==> src/rtl/struct_port_pkg.sv <==
// Shared types for the struct-port pattern generator: pattern modes, FSM states
// and the lane struct carried on the packed output bus.
package struct_port_pkg;

    localparam int unsigned LANE_MAX_W = 32;

    typedef enum logic [1:0] {
        MODE_CONST = 2'd0,
        MODE_COUNT = 2'd1,
        MODE_WALK  = 2'd2,
        MODE_ALT   = 2'd3
    } mode_e;

    typedef enum logic [1:0] {
        ST_IDLE = 2'd0,
        ST_RUN  = 2'd1,
        ST_HOLD = 2'd2
    } state_e;

    // Data field sized for the widest supported lane; narrower lanes use the LSBs.
    typedef struct packed {
        logic [LANE_MAX_W-1:0] data;
    } lane_t;

endpackage

==> src/rtl/patgen_lane.sv <==
// One output lane: holds the beat currently on the bus, loads the first beat on
// start and steps to the next beat of the selected pattern on each advance.
module patgen_lane
    import struct_port_pkg::*;
#(
    parameter int unsigned       DATA_W    = 8,
    parameter logic [DATA_W-1:0] CONST_VAL = '1,
    parameter int unsigned       LANE_IDX  = 0
) (
    input  logic  i_clk,
    input  logic  i_rst_n,
    input  logic  i_start,
    input  logic  i_adv,
    input  mode_e i_mode,
    output lane_t o_lane
);

    localparam logic [DATA_W-1:0] ONE = DATA_W'(1);

    logic [DATA_W-1:0] data_q;
    logic [DATA_W-1:0] data_d;

    function automatic logic [DATA_W-1:0] first_beat(input mode_e m);
        case (m)
            MODE_COUNT: return DATA_W'(LANE_IDX);
            MODE_WALK:  return ONE << (LANE_IDX % DATA_W);
            default:    return CONST_VAL;
        endcase
    endfunction

    // WALK rotates left so lane k lands on bit (k+n) mod DATA_W at beat n.
    function automatic logic [DATA_W-1:0] next_beat(input mode_e m, input logic [DATA_W-1:0] cur);
        case (m)
            MODE_COUNT: return cur + ONE;
            MODE_WALK:  return {cur[DATA_W-2:0], cur[DATA_W-1]};
            MODE_ALT:   return ~cur;
            default:    return cur;
        endcase
    endfunction

    always_comb begin
        data_d = data_q;
        if (i_start) begin
            data_d = first_beat(i_mode);
        end else if (i_adv) begin
            data_d = next_beat(i_mode, data_q);
        end
    end

    always_ff @(posedge i_clk) begin
        if (!i_rst_n) begin
            data_q <= '0;
        end else begin
            data_q <= data_d;
        end
    end

    always_comb begin
        o_lane                   = '0;
        o_lane.data[DATA_W-1:0]  = data_q;
    end

endmodule

==> src/rtl/struct_port_patgen.sv <==
// Multi-lane test pattern source with a valid/ready handshake; the FSM and the
// accepted-beat counter live here, per-lane patterns come from patgen_lane.
module struct_port_patgen
    import struct_port_pkg::*;
#(
    parameter int unsigned       NUM_CH    = 2,
    parameter int unsigned       DATA_W    = 8,
    parameter logic [DATA_W-1:0] CONST_VAL = '1
) (
    input  logic                     i_clk,
    input  logic                     i_rst_n,
    input  logic                     i_en,
    input  logic [1:0]               i_mode,
    input  logic                     i_ready,
    output logic                     o_valid,
    output logic [NUM_CH*DATA_W-1:0] o_data,
    output logic [15:0]              o_count
);

    state_e      state_q, state_d;
    mode_e       mode_q, mode_d;
    logic        valid_q, valid_d;
    logic        stop_q, stop_d;
    logic [15:0] count_q, count_d;
    logic        start;
    logic        adv;
    logic        accept;
    mode_e       lane_mode;

    lane_t       lane_w [NUM_CH];
    logic [NUM_CH-1:0] unused_lane;

    assign accept = valid_q & i_ready;

    // stop_q remembers an i_en drop seen while a beat was still pending.
    always_comb begin
        state_d = state_q;
        mode_d  = mode_q;
        valid_d = valid_q;
        stop_d  = stop_q;
        count_d = count_q;
        start   = 1'b0;
        adv     = 1'b0;
        if (accept && count_q != 16'hFFFF) begin
            count_d = count_q + 16'd1;
        end
        case (state_q)
            ST_IDLE: begin
                valid_d = 1'b0;
                stop_d  = 1'b0;
                if (i_en) begin
                    state_d = ST_RUN;
                    valid_d = 1'b1;
                    mode_d  = mode_e'(i_mode);
                    count_d = 16'd0;
                    start   = 1'b1;
                end
            end
            ST_RUN: begin
                if (accept) begin
                    if (!i_en) begin
                        state_d = ST_IDLE;
                        valid_d = 1'b0;
                    end else begin
                        adv = 1'b1;
                    end
                end else begin
                    state_d = ST_HOLD;
                    stop_d  = !i_en;
                end
            end
            ST_HOLD: begin
                if (accept) begin
                    if (stop_q || !i_en) begin
                        state_d = ST_IDLE;
                        valid_d = 1'b0;
                        stop_d  = 1'b0;
                    end else begin
                        state_d = ST_RUN;
                        adv     = 1'b1;
                    end
                end else if (!i_en) begin
                    stop_d = 1'b1;
                end
            end
            default: begin
                state_d = ST_IDLE;
                valid_d = 1'b0;
                stop_d  = 1'b0;
            end
        endcase
    end

    always_ff @(posedge i_clk) begin
        if (!i_rst_n) begin
            state_q <= ST_IDLE;
            mode_q  <= MODE_CONST;
            valid_q <= 1'b0;
            stop_q  <= 1'b0;
            count_q <= 16'd0;
        end else begin
            state_q <= state_d;
            mode_q  <= mode_d;
            valid_q <= valid_d;
            stop_q  <= stop_d;
            count_q <= count_d;
        end
    end

    // The start edge uses the incoming mode; every later beat uses the latched one.
    assign lane_mode = start ? mode_e'(i_mode) : mode_q;

    for (genvar k = 0; k < NUM_CH; k++) begin : g_lane
        patgen_lane #(
            .DATA_W    (DATA_W),
            .CONST_VAL (CONST_VAL),
            .LANE_IDX  (k)
        ) u_lane (
            .i_clk   (i_clk),
            .i_rst_n (i_rst_n),
            .i_start (start),
            .i_adv   (adv),
            .i_mode  (lane_mode),
            .o_lane  (lane_w[k])
        );
        assign o_data[k*DATA_W +: DATA_W] = lane_w[k].data[DATA_W-1:0];
        assign unused_lane[k]             = ^lane_w[k].data;
    end

    assign o_valid = valid_q;
    assign o_count = count_q;

endmodule

==> config.mk <==
export PLATFORM = sky130hd
export DESIGN_NAME = struct_port_patgen
export DESIGN_NICKNAME = d
export VERILOG_FILES = /design/src/rtl/struct_port_pkg.sv /design/src/rtl/patgen_lane.sv /design/src/rtl/struct_port_patgen.sv
export SDC_FILE = /design/constraint.sdc
export NUM_CORES = 1
export LEC_CHECK = 0
export ABC_AREA = 0
export CAP_MARGIN = 30
export CORE_UTILIZATION = 45
export DETAILED_ROUTE_END_ITERATION = 10
export PLACE_DENSITY_LB_ADDON = 0.05
export SLEW_MARGIN = 10
export SYNTH_ARGS = -nofsm -noshare
export SYNTH_HDL_FRONTEND = slang
export SYNTH_SLANG_ARGS = --single-unit
export TNS_END_PERCENT = 1
==> constraint.sdc <==
create_clock -name i_clk -period 3.8 [get_ports i_clk]
set_input_delay 0.95 -clock i_clk [delete_from_list [all_inputs] [get_ports i_clk]]
set_output_delay 0.95 -clock i_clk [all_outputs]
set_load 0.05 [all_outputs]
==> results.yml <==
run_status:
  status: "completed"
worst_setup_path:
  critPathMaxStageDelay_ns: 0.53
  worst-path-max-fanout: 7
  critPathBufInv: 2
  critical_path.endpoint_type: "flop"
  worstPathRequired_ns: 4.04
  crit_chain: "clkdlybuf4s50_1 > nand3_1 > and2_1 > inv_1 > ha_1 > nor2_1 > a211o_1 > o21ai_1 > a22o_1"
  cp_top_family: "compound AO/OA/AOI/OAI gates"
  critPathArrivalTime_ns: 3.42
  start_kind: "input pin"
  cpMaxStageDelayCell: "clkdlybuf4s50_1"
  path_class: "in2reg"
die:
  initial_utilization_pct: 46.50
  rows: 26
  io_pins: 39
  die_y_um: 74.65
  die_w_um: 74.65
  core_um2: 5107
  dieArea_um2: 5572
detailed_routing:
  wl_per_cell_um: 14.73
  vias_per_cell: 5.688
  dr_total_vias: 2298
  drc: 0
  drt_pass1_iterations: 4
  final_antenna_net_count: 0
  routed_wl_mm: 5.951
  drt_iter0_markers: 149
pwr:
  seqPwrFrac_pct: 35.5
  power.density_nw_per_um2: 575.2
  vdd_drop_max_v: 0.0003001
  power.switching_mw: 0.7622
  pwr-share-clk_pct: 17.6
  p_sw_share_pct: 45.58
  internal_power_mw: 0.9102
  pwr-share-comb_pct: 46.9
  power_leakage_nw: 1.051
cells_and_area:
  layout-drive-gt1-share_pct: 6.587
  fillerInstances: 507
  diodes: 0
  area_growth_pct: 22.44
  finalNetCount: 349
clocking:
  cts_buffers: 5
  cts-resized-gates: 0
  clkTransAtPathRegs_ns: 0.08
  root_buffer: "clkbuf_8"
  cts_max_level: 2
  clock_sinks: 38
  cts_tree: "yes"
  ctsHoldBuffers: 0
  clk_latency_ns: 0.30
  cts.path.max_buffers: 2
  postCtsSetupBuffers: 0
synthesis:
  synth_area_per_cell_um2: 8.023
  yosys_warnings: 0
  yosys.cell_types.count: 58
  synth_cells: 296
  synth_edf_count: 0
  synth_area_um2: 2375
  synth_nets: 312
  synth-seq-cells: 38
  synth_ff_type: "dfxtp_1"
  synthArstFlopShare_pct: 0
  synth-seq-area-share_pct: 32.03
timing:
  fin_skew_ns: 0.006330
  finalHoldViolCount: 0
  finalCritPeriodShare_pct: 83.68
  period_needed_ns: 3.180
  finalHoldWorstSlack_ns: 0.5146
  relSlewSlack_pct: 57.35
  rsz0062_at_grt: "no"
  worstMarginPinSlew_ns: 0.6388
  timing.fmax_mhz: 314.5
  maxSlewViolCount: 0
  setup_viol: 0
  tns_ns: 0
global_routing:
  antenna_found_initial: 0
  grt_overflow: 0
  grt_pass1_vias: 1990
  grt_pass1_wl_mm: 9.604
  grt_use_total_pct: 22.82
  grt_max_degree: 19
placement:
  io_buffer_count: 38
  post-dp-hpwl_mm: 4.265
  place_congestion: 0.8316
run:
  cap_violations: 0
hold_path:
  hp-class: "reg2reg"
placed cells by master, fill, tap and decap left out, drive strengths merged, types with 4 or more instances in the layout:
master         netlist  final
xor2                 6      6
a21boi               6      6
nand4               11     11
o21ai               18     18
clkdlybuf4s50        0     38
nor2                25     25
nand2               28     28
nor2b                5      5
ha                  10     10
a21o                 4      4
xnor2                8      8
a31oi                5      5
nand3               20     20
mux2i                4      4
and2                 7      7
clkbuf               7      7
dfxtp               38     38
o211ai               4      4
and3                 5      5
buf                  6      5
a21oi               17     17
inv                 10     10
a22o                 7      7
nor4                 4      4
nor3                 7      7
synthesized netlist by cell type, types with 2 or more instances:
master     n  area, um2
xnor2_1    8      70.07
nor2b_1    5      31.28
and2_1     6      37.54
nor2_1    25      93.84
nand4_1   10      62.56
o21a_1     2      15.01
dfxtp_1   38      760.7
nand2b_1   3      18.77
nand3b_1   2      15.01
o21ai_0   17      85.08
a21o_1     4      30.03
clkbuf_1   6      22.52
inv_1     10      37.54
a21oi_1   17      85.08
ha_1      10      125.1
nor3b_1    3      22.52
nand3_1   20      100.1
nor3_1     7      35.03
a21boi_0   4      30.03
a32oi_1    2      17.52
a22o_1     7      61.31
xor2_1     6      52.55
a31oi_1    5      31.28
o211ai_1   4      30.03
nor4_1     4      25.02
mux2i_1    4      40.04
and3_1     5      31.28
nand2_1   28      105.1
buf_2      5      25.02
final cells by class:
class	instances	area, um2	area share, %
repair buffers	43	417.9	14.37
flip-flops and latches	38	760.7	26.16
multi-input cells	235	1513	52.02
well taps	70	87.58	3.012
clock buffers	7	86.33	2.969
inverters	10	37.54	1.291
clock inverters	1	5.005	0.1721
stage by stage:
stage               util (%)  std cells  cell area, um2  total power, mW  setup WS (ns)
floorplan                  -        296            2375            1.144         0.8565
global placement       55.14        396            2816            1.380         0.4330
detailed placement     55.14        396            2816            1.382         0.3536
CTS                    56.93        404            2908            1.680         0.6534
global route           56.93        404            2908            1.785         0.4408
finish                 56.93        404            2908            1.672         0.6201
cell families after synthesis:
| group | after synthesis | share of synthesized area (%) |
|---|---|---|
| compound gates | 81 | 24.03 |
| xor+xnor | 14 | 5.163 |
| fa+ha+maj | 10 | 5.269 |
| buf+inv | 23 | 4.267 |
| flops | 38 | 32.03 |
| mux | 4 | 1.686 |
| simple gates | 126 | 27.56 |
sequential cells by signal (all words and copies together), names as in the netlist:
register              flops
g_lane.u_lane.data_q     16
o_count                  16
mode_q                    2
state_q                   2
o_valid                   1
stop_q                    1
power groups by stage:
stage	combinational, mW	clock, mW	sequential, mW
6_report	0.784	0.294	0.594
4_1_cts	0.784	0.303	0.593
2_1_floorplan	0.393	0	0.751
3_5_place_dp	0.781	0	0.601
5_1_grt	0.854	0.322	0.610
3_3_place_gp	0.778	0	0.602
tightest hold or removal path: stages (launching register included):
cell and delay [ns]:
dfxtp_1 0.35, nand2_1 0.06, o21ai_0 0.06
per-layer routing:
layer / track usage [%] / wire [um] / vias up
li1: - / - / 1157
met1: 34.99 / 3095 / 1073
met2: 32.23 / 2460 / 62
met3: 4.418 / 333 / 6
met4: 6.289 / 61 / 0
met5: 0 / 0 / -
path summary, 6_finish.rpt:
path	to	cells past startpoint	slack [ns]	startpoint
worst min register to register	o_count[1]	2	0.51	o_count[1]
worst min-delay path	o_count[1]	2	0.51	o_count[1]
worst max-delay path	g_lane[0].u_lane.data_q[4]	9	0.62	i_en
worst max register to register	g_lane[0].u_lane.data_q[4]	8	0.94	mode_q[1]
Note: power is estimated with default switching activity, not from simulation.
